===== src/rtl/uart_tx_fifo.sv =====
// uart_tx_fifo: buffered 8N1 UART transmitter.
// Bytes pushed through wr_en/wr_data are queued in a circular FIFO and
// serialized LSB-first onto the idle-high line UART_RXD_OUT, one bit every
// CLKS_PER_BIT clocks. Back-to-back queued bytes are sent with no idle gap.
module uart_tx_fifo #(
    parameter int CLKS_PER_BIT = 217,
    parameter int FIFO_DEPTH   = 16
) (
    input  logic                              clk,
    input  logic                              reset,
    input  logic                              wr_en,
    input  logic [7:0]                        wr_data,
    input  logic                              clr_ovf,
    output logic                              full,
    output logic                              empty,
    output logic [$clog2(FIFO_DEPTH+1)-1:0]   count,
    output logic                              busy,
    output logic                              overflow,
    output logic                              UART_RXD_OUT
);

    localparam int AW = $clog2(FIFO_DEPTH);
    localparam int CW = $clog2(FIFO_DEPTH + 1);
    localparam int BW = $clog2(CLKS_PER_BIT);

    localparam logic [1:0] S_IDLE  = 2'd0;
    localparam logic [1:0] S_START = 2'd1;
    localparam logic [1:0] S_DATA  = 2'd2;
    localparam logic [1:0] S_STOP  = 2'd3;

    // FIFO storage and bookkeeping
    logic [7:0]    mem [FIFO_DEPTH];
    logic [AW-1:0] wr_ptr;
    logic [AW-1:0] rd_ptr;
    logic [CW-1:0] cnt;
    logic          ovf;

    // Transmitter state
    logic [1:0]    state;
    logic [BW-1:0] baud;
    logic [2:0]    bit_idx;
    logic [7:0]    sh;
    logic          tx;

    logic          push;
    logic          pop;
    logic          baud_last;

    // Status flags come straight from the registered occupancy count
    always_comb begin
        full      = (cnt == CW'(FIFO_DEPTH));
        empty     = (cnt == '0);
        baud_last = (baud == BW'(CLKS_PER_BIT - 1));
        push      = wr_en & ~full;
        // Pop when idle with data waiting, or on the final stop-bit cycle so
        // the next start bit follows without a gap.
        pop       = ~empty & ((state == S_IDLE) | ((state == S_STOP) & baud_last));
    end

    assign count        = cnt;
    assign busy         = (state != S_IDLE);
    assign overflow     = ovf;
    assign UART_RXD_OUT = tx;

    // FIFO data array write port; contents are don't-care until pushed
    always_ff @(posedge clk) begin
        if (push) begin
            mem[wr_ptr] <= wr_data;
        end
    end

    // FIFO pointers and occupancy count
    always_ff @(posedge clk or posedge reset) begin
        if (reset) begin
            wr_ptr <= '0;
            rd_ptr <= '0;
            cnt    <= '0;
        end else begin
            if (push) begin
                wr_ptr <= wr_ptr + AW'(1);
            end
            if (pop) begin
                rd_ptr <= rd_ptr + AW'(1);
            end
            case ({push, pop})
                2'b10:   cnt <= cnt + CW'(1);
                2'b01:   cnt <= cnt - CW'(1);
                default: cnt <= cnt;
            endcase
        end
    end

    // Sticky overflow flag; a new drop outranks a simultaneous clear
    always_ff @(posedge clk or posedge reset) begin
        if (reset) begin
            ovf <= 1'b0;
        end else if (wr_en && full) begin
            ovf <= 1'b1;
        end else if (clr_ovf) begin
            ovf <= 1'b0;
        end
    end

    // Frame sequencer: start bit, eight data bits LSB first, one stop bit
    always_ff @(posedge clk or posedge reset) begin
        if (reset) begin
            state   <= S_IDLE;
            baud    <= '0;
            bit_idx <= '0;
            sh      <= '0;
            tx      <= 1'b1;
        end else begin
            case (state)
                S_IDLE: begin
                    baud <= '0;
                    tx   <= 1'b1;
                    if (pop) begin
                        sh    <= mem[rd_ptr];
                        state <= S_START;
                        tx    <= 1'b0;
                    end
                end
                S_START: begin
                    if (baud_last) begin
                        baud    <= '0;
                        bit_idx <= '0;
                        state   <= S_DATA;
                        tx      <= sh[0];
                    end else begin
                        baud <= baud + BW'(1);
                    end
                end
                S_DATA: begin
                    if (baud_last) begin
                        baud <= '0;
                        if (bit_idx == 3'd7) begin
                            state <= S_STOP;
                            tx    <= 1'b1;
                        end else begin
                            bit_idx <= bit_idx + 3'd1;
                            tx      <= sh[bit_idx + 3'd1];
                        end
                    end else begin
                        baud <= baud + BW'(1);
                    end
                end
                S_STOP: begin
                    if (baud_last) begin
                        baud <= '0;
                        if (pop) begin
                            sh    <= mem[rd_ptr];
                            state <= S_START;
                            tx    <= 1'b0;
                        end else begin
                            state <= S_IDLE;
                            tx    <= 1'b1;
                        end
                    end else begin
                        baud <= baud + BW'(1);
                    end
                end
                default: begin
                    state <= S_IDLE;
                    baud  <= '0;
                    tx    <= 1'b1;
                end
            endcase
        end
    end

endmodule


===== config.mk =====
export PLATFORM = sky130hd
export DESIGN_NAME = uart_tx_fifo
export DESIGN_NICKNAME = d
export VERILOG_FILES = /design/src/rtl/uart_tx_fifo.sv
export SDC_FILE = /design/constraint.sdc
export NUM_CORES = 1
export LEC_CHECK = 0
export ABC_AREA = 1
export CORE_MARGIN = 10
export CORE_UTILIZATION = 61
export CTS_CLUSTER_SIZE = 25
export DETAILED_ROUTE_END_ITERATION = 10
export PLACE_DENSITY = 0.78
export SLEW_MARGIN = 30
export SYNTH_ARGS = -nofsm -noshare
export SYNTH_HDL_FRONTEND = slang
export SYNTH_SLANG_ARGS = --single-unit

===== constraint.sdc =====
create_clock -name clk -period 6.7 [get_ports clk]
set_input_delay 1.005 -clock clk [delete_from_list [all_inputs] [get_ports clk]]
set_output_delay 1.005 -clock clk [all_outputs]
set_load 0.01 [all_outputs]

==> out/results.txt <==
The die is 129 um wide. For the worst setup path, the data arrival time is 3.21 ns. The post-layout net count was 746.

The mapped netlist covers 7270 um2. The count of unresolved DRC violations after routing came out at 0. Setup violations remaining at the end of the flow were counted as 0. The cell type with the highest aggregate area in the netlist is edfxtp_1. The run gives 0.0102 ns as the worst clock skew on the final layout. The fraction of met3 tracks used by global routing came out at 0.0408. The initial core utilization is 0.629. The setup check on the worst reg-to-reg path leaves a slack of 3.80 ns. The number of cells produced by synthesis was 698; the share of Yosys cell area claimed by the top area cell type was 0.528.

Data on the critical path is required at its endpoint by 7.01 ns. The share of layout cells above drive strength 1 is 0.0632. The initialized floorplan defines 39 standard-cell rows. The placed standard-cell area is 7520 um2.

The area added between synthesis and finish came out at 11.0%. In this run the vertical extent of the chip is 129 um. The tools report the number of instances in the placed design as 840. The logs give 0.653 for the part of the Yosys area used for sequential elements and 164 for the number of sinks on the clock net. The routed design could run at a clock period as short as 2.90 ns. Synthesis produced a netlist with a net count of 728. The max-capacitance violation count came out at 0.

The final count of pins violating max slew was 0; the final cell count without fillers was 871. The average instance in the mapped netlist occupies 10.4 um2. The global router's overall resource usage came out at 0.195.

The peak supply drop is 0.312 mV, and the total wire length is 15,600 um. The tools report the startpoint of the most critical setup path as rd_ptr[0]$_DFFE_PP0P_. Setup repair after global routing left no endpoint under its margin. Type of the most critical hold path: flop to flop. For this run, the top clock speed supported by timing is 344 MHz.

The busiest layer in global routing is met2. The number of gates resized after CTS was 0. The final antenna-violating net count is 0. The tools report the number of hold violations in the final report as 0. Following the worst setup path forward leads to its endpoint at sh[6]$_DFFE_PP0P_.

The run gives 4,996 as the number of global-route vias before repair. The root buffer cell chosen for the clock tree is clkbuf_16. The area inside the core boundary is 11,600 um2, and the deepest clock path buffer count is 2. For the utilization of the core after routing, the log shows 0.698. The full die area was 16,700 um2.

After detailed routing, the average wire length per cell comes to 17.9 um. The logs give 68 for the pin count of the biggest net entering global routing and 30 for the number of different library cells in the post-synthesis netlist. Along the worst path, the maximum fanout reaches 67. The synthesized flop and latch total came out at 164. For the worst flop-to-flop path, the logic depth is 8.

For this block, the initial DRC count from the detailed router was 441. After filler insertion, the fill cell instance count of the layout stands at 837. The clock tree synthesis step divided the H-tree into 4 levels. The worst setup path is of the flop to flop kind. The tools report the reg-to-reg startpoint as rd_ptr[0]$_DFFE_PP0P_.

The insertion delay of the later-clocked pin in the worst-skew pair came out at 0.42 ns. STA classifies the critical path startpoint as a flop. The initial antenna violation count was 0; the detailed-routing iteration count for the pre-antenna-repair pass was 6. The met1 track demand over resource is 0.236, and the number of port buffers is 21. Routing usage on met2: 0.327.

The power per unit of standard cell area was 305 nW/um2. For the final routed database, the setup TNS stands at 0 ns. Sorting the synthesized cells by area gives the leading types as edfxtp_1 (53%), dfrtp_1 (12%), nand2_1 (8.2%), nor2_1 (6.6%), nand3_1 (5.0%). The aggregate global routing overflow is 0. Final estimated routing congestion in global placement: 0.877. The number of setup buffers added after CTS is 0. Pin placement for this block handled 22 I/O pins. In this run, post-CTS hold repair placed 0 buffers. For the pin with the worst max-slew slack, the measured transition is 0.860 ns. After detailed routing, the number of vias per cell comes to 5.67.

The total vias in the final route is 4,942. The finished cells cover 8070 um2. The number of antenna repair diodes was 0; the final clock period utilization by the worst path was 0.433.

In this run the static leakage power is 3.17 nW. The tools report the capturing point of the worst reg2reg path as sh[6]$_DFFE_PP0P_. The number of warnings issued by yosys was 0. The endpoint class of the critical path was a flop.

Clock tree synthesis inserted a total of 17 buffers. Detailed placement finished with a half-perimeter wire length of 10,100 um. The tools report the normalized max-slew margin as 0.426. The clock edge transition at the registers on the reported setup and hold paths was 0.06 ns.

The flow ran to the end, and the final reports show no timing, DRC or antenna violations. TritonCTS built the clock tree. The run gives 25,000 um as the global-route wire length before repair.
-- cell usage in the layout, fill, tap and decap left out, types with 2 or more instances in the layout --
cell	instances
clkbuf_1	4
clkinvlp_4	3
dfrtp_1	34
xor2_1	9
nor2_1	128
bufinv_16	2
xnor2_1	4
nand2_4	2
a21oi_1	2
nand3_1	72
nand2_2	3
nand2_1	158
inv_1	37
inv_4	2
o21ai_0	25
clkinv_2	4
inv_2	3
buf_4	3
clkinv_1	2
ha_1	18
o21ai_1	37
edfxtp_1	128
clkdlybuf4s50_1	21
clkbuf_16	17
-- layout make-up --
cell class | instances | area [um2] | area share
multi-input combinational | 465 | 2190 | 0.272
inverter | 44 | 171 | 0.0212
clock buffer | 21 | 440 | 0.0545
sequential | 164 | 4750 | 0.588
timing repair buffer | 24 | 233 | 0.0288
tap | 143 | 179 | 0.0222
clock inverter | 10 | 110 | 0.0136
-- worst max-delay path: stages, from the launching register on --
cell and delay (ns):
dfrtp_2 0.34, buf_4 0.53, clkinv_2 0.87, o21ai_0 0.48
nand3_1 0.15, nand3_1 0.16, nand2_1 0.11, nand2_1 0.07
nand2_1 0.04
-- routing by layer --
layer,vias up,routed length (um)
met5,-,0
met4,0,474
met3,36,900
met2,186,7660
met1,2353,6520
li1,2367,-
-- cells in the mapped netlist --
cell,number
nand2_1,158
edfxtp_1,128
nor2_1,128
nand3_1,72
inv_1,37
o21ai_1,37
dfrtp_1,35
o21ai_0,25
ha_1,18
xor2_1,9
buf_2,8
buf_4,6
buf_6,5
clkbuf_1,5
inv_2,4
xnor2_1,4
nand2_2,3
a21oi_1,2
inv_4,2
nand2_4,2
a21boi_0,1
a21oi_2,1
buf_1,1
clkinv_1,1
dfstp_2,1
nand3_2,1
nand3b_1,1
nor2_2,1
nor2_4,1
o21bai_1,1
-- where the power goes --
part	total [mW]	switching [mW]	internal (mW)
Combinational	0.290	0.191	0.0983
Clock	0.914	0.371	0.543
Sequential	1.26	0.0547	1.20
-- kinds of logic (layout without fill, tap and decap cells) --
| logic type | after synthesis | in the layout | synth area share |
|---|---|---|---|
| adder cells (fa/ha/maj) | 18 | 18 | 0.0310 |
| flip-flops | 164 | 164 | 0.653 |
| AO/OA/AOI/OAI | 67 | 67 | 0.0473 |
| AND/OR/NAND/NOR | 367 | 367 | 0.208 |
| XOR/XNOR | 13 | 13 | 0.0157 |
| buffers and inverters | 69 | 99 | 0.0459 |
-- flip-flops by register name, summed over array words and instances (netlist names) --
name	cells
wr_ptr	4
bit_idx	3
count	5
mem	128
baud	8
rd_ptr	4
overflow	1
sh	8
state	2
UART_RXD_OUT	1
-- stage by stage --
step                      hold WS, ns  setup slack, ns  total power, mW
after floorplan                 0.449             4.45             1.43
after global placement          0.468             3.79             1.54
after detailed placement        0.469             3.68             1.56
after CTS                       0.486             3.79             2.47
after global routing            0.504             3.57             2.54
final                           0.479             3.80             2.46
-- how the worst min path moves through the flow --
stage | slack (ns) | start | cells past startpoint | endpoint
final | 0.48 | sh[2]$_DFFE_PP0P_ | 2 | sh[2]$_DFFE_PP0P_
after global routing | 0.50 | UART_RXD_OUT$_DFFE_PP1P_ | 2 | UART_RXD_OUT$_DFFE_PP1P_
after CTS | 0.49 | sh[2]$_DFFE_PP0P_ | 2 | sh[2]$_DFFE_PP0P_
after detailed placement | 0.47 | sh[2]$_DFFE_PP0P_ | 2 | sh[2]$_DFFE_PP0P_
after global placement | 0.47 | sh[2]$_DFFE_PP0P_ | 2 | sh[2]$_DFFE_PP0P_
after floorplan | 0.45 | sh[1]$_DFFE_PP0P_ | 2 | sh[1]$_DFFE_PP0P_
No activity file was read; power rests on OpenSTA's default activity.
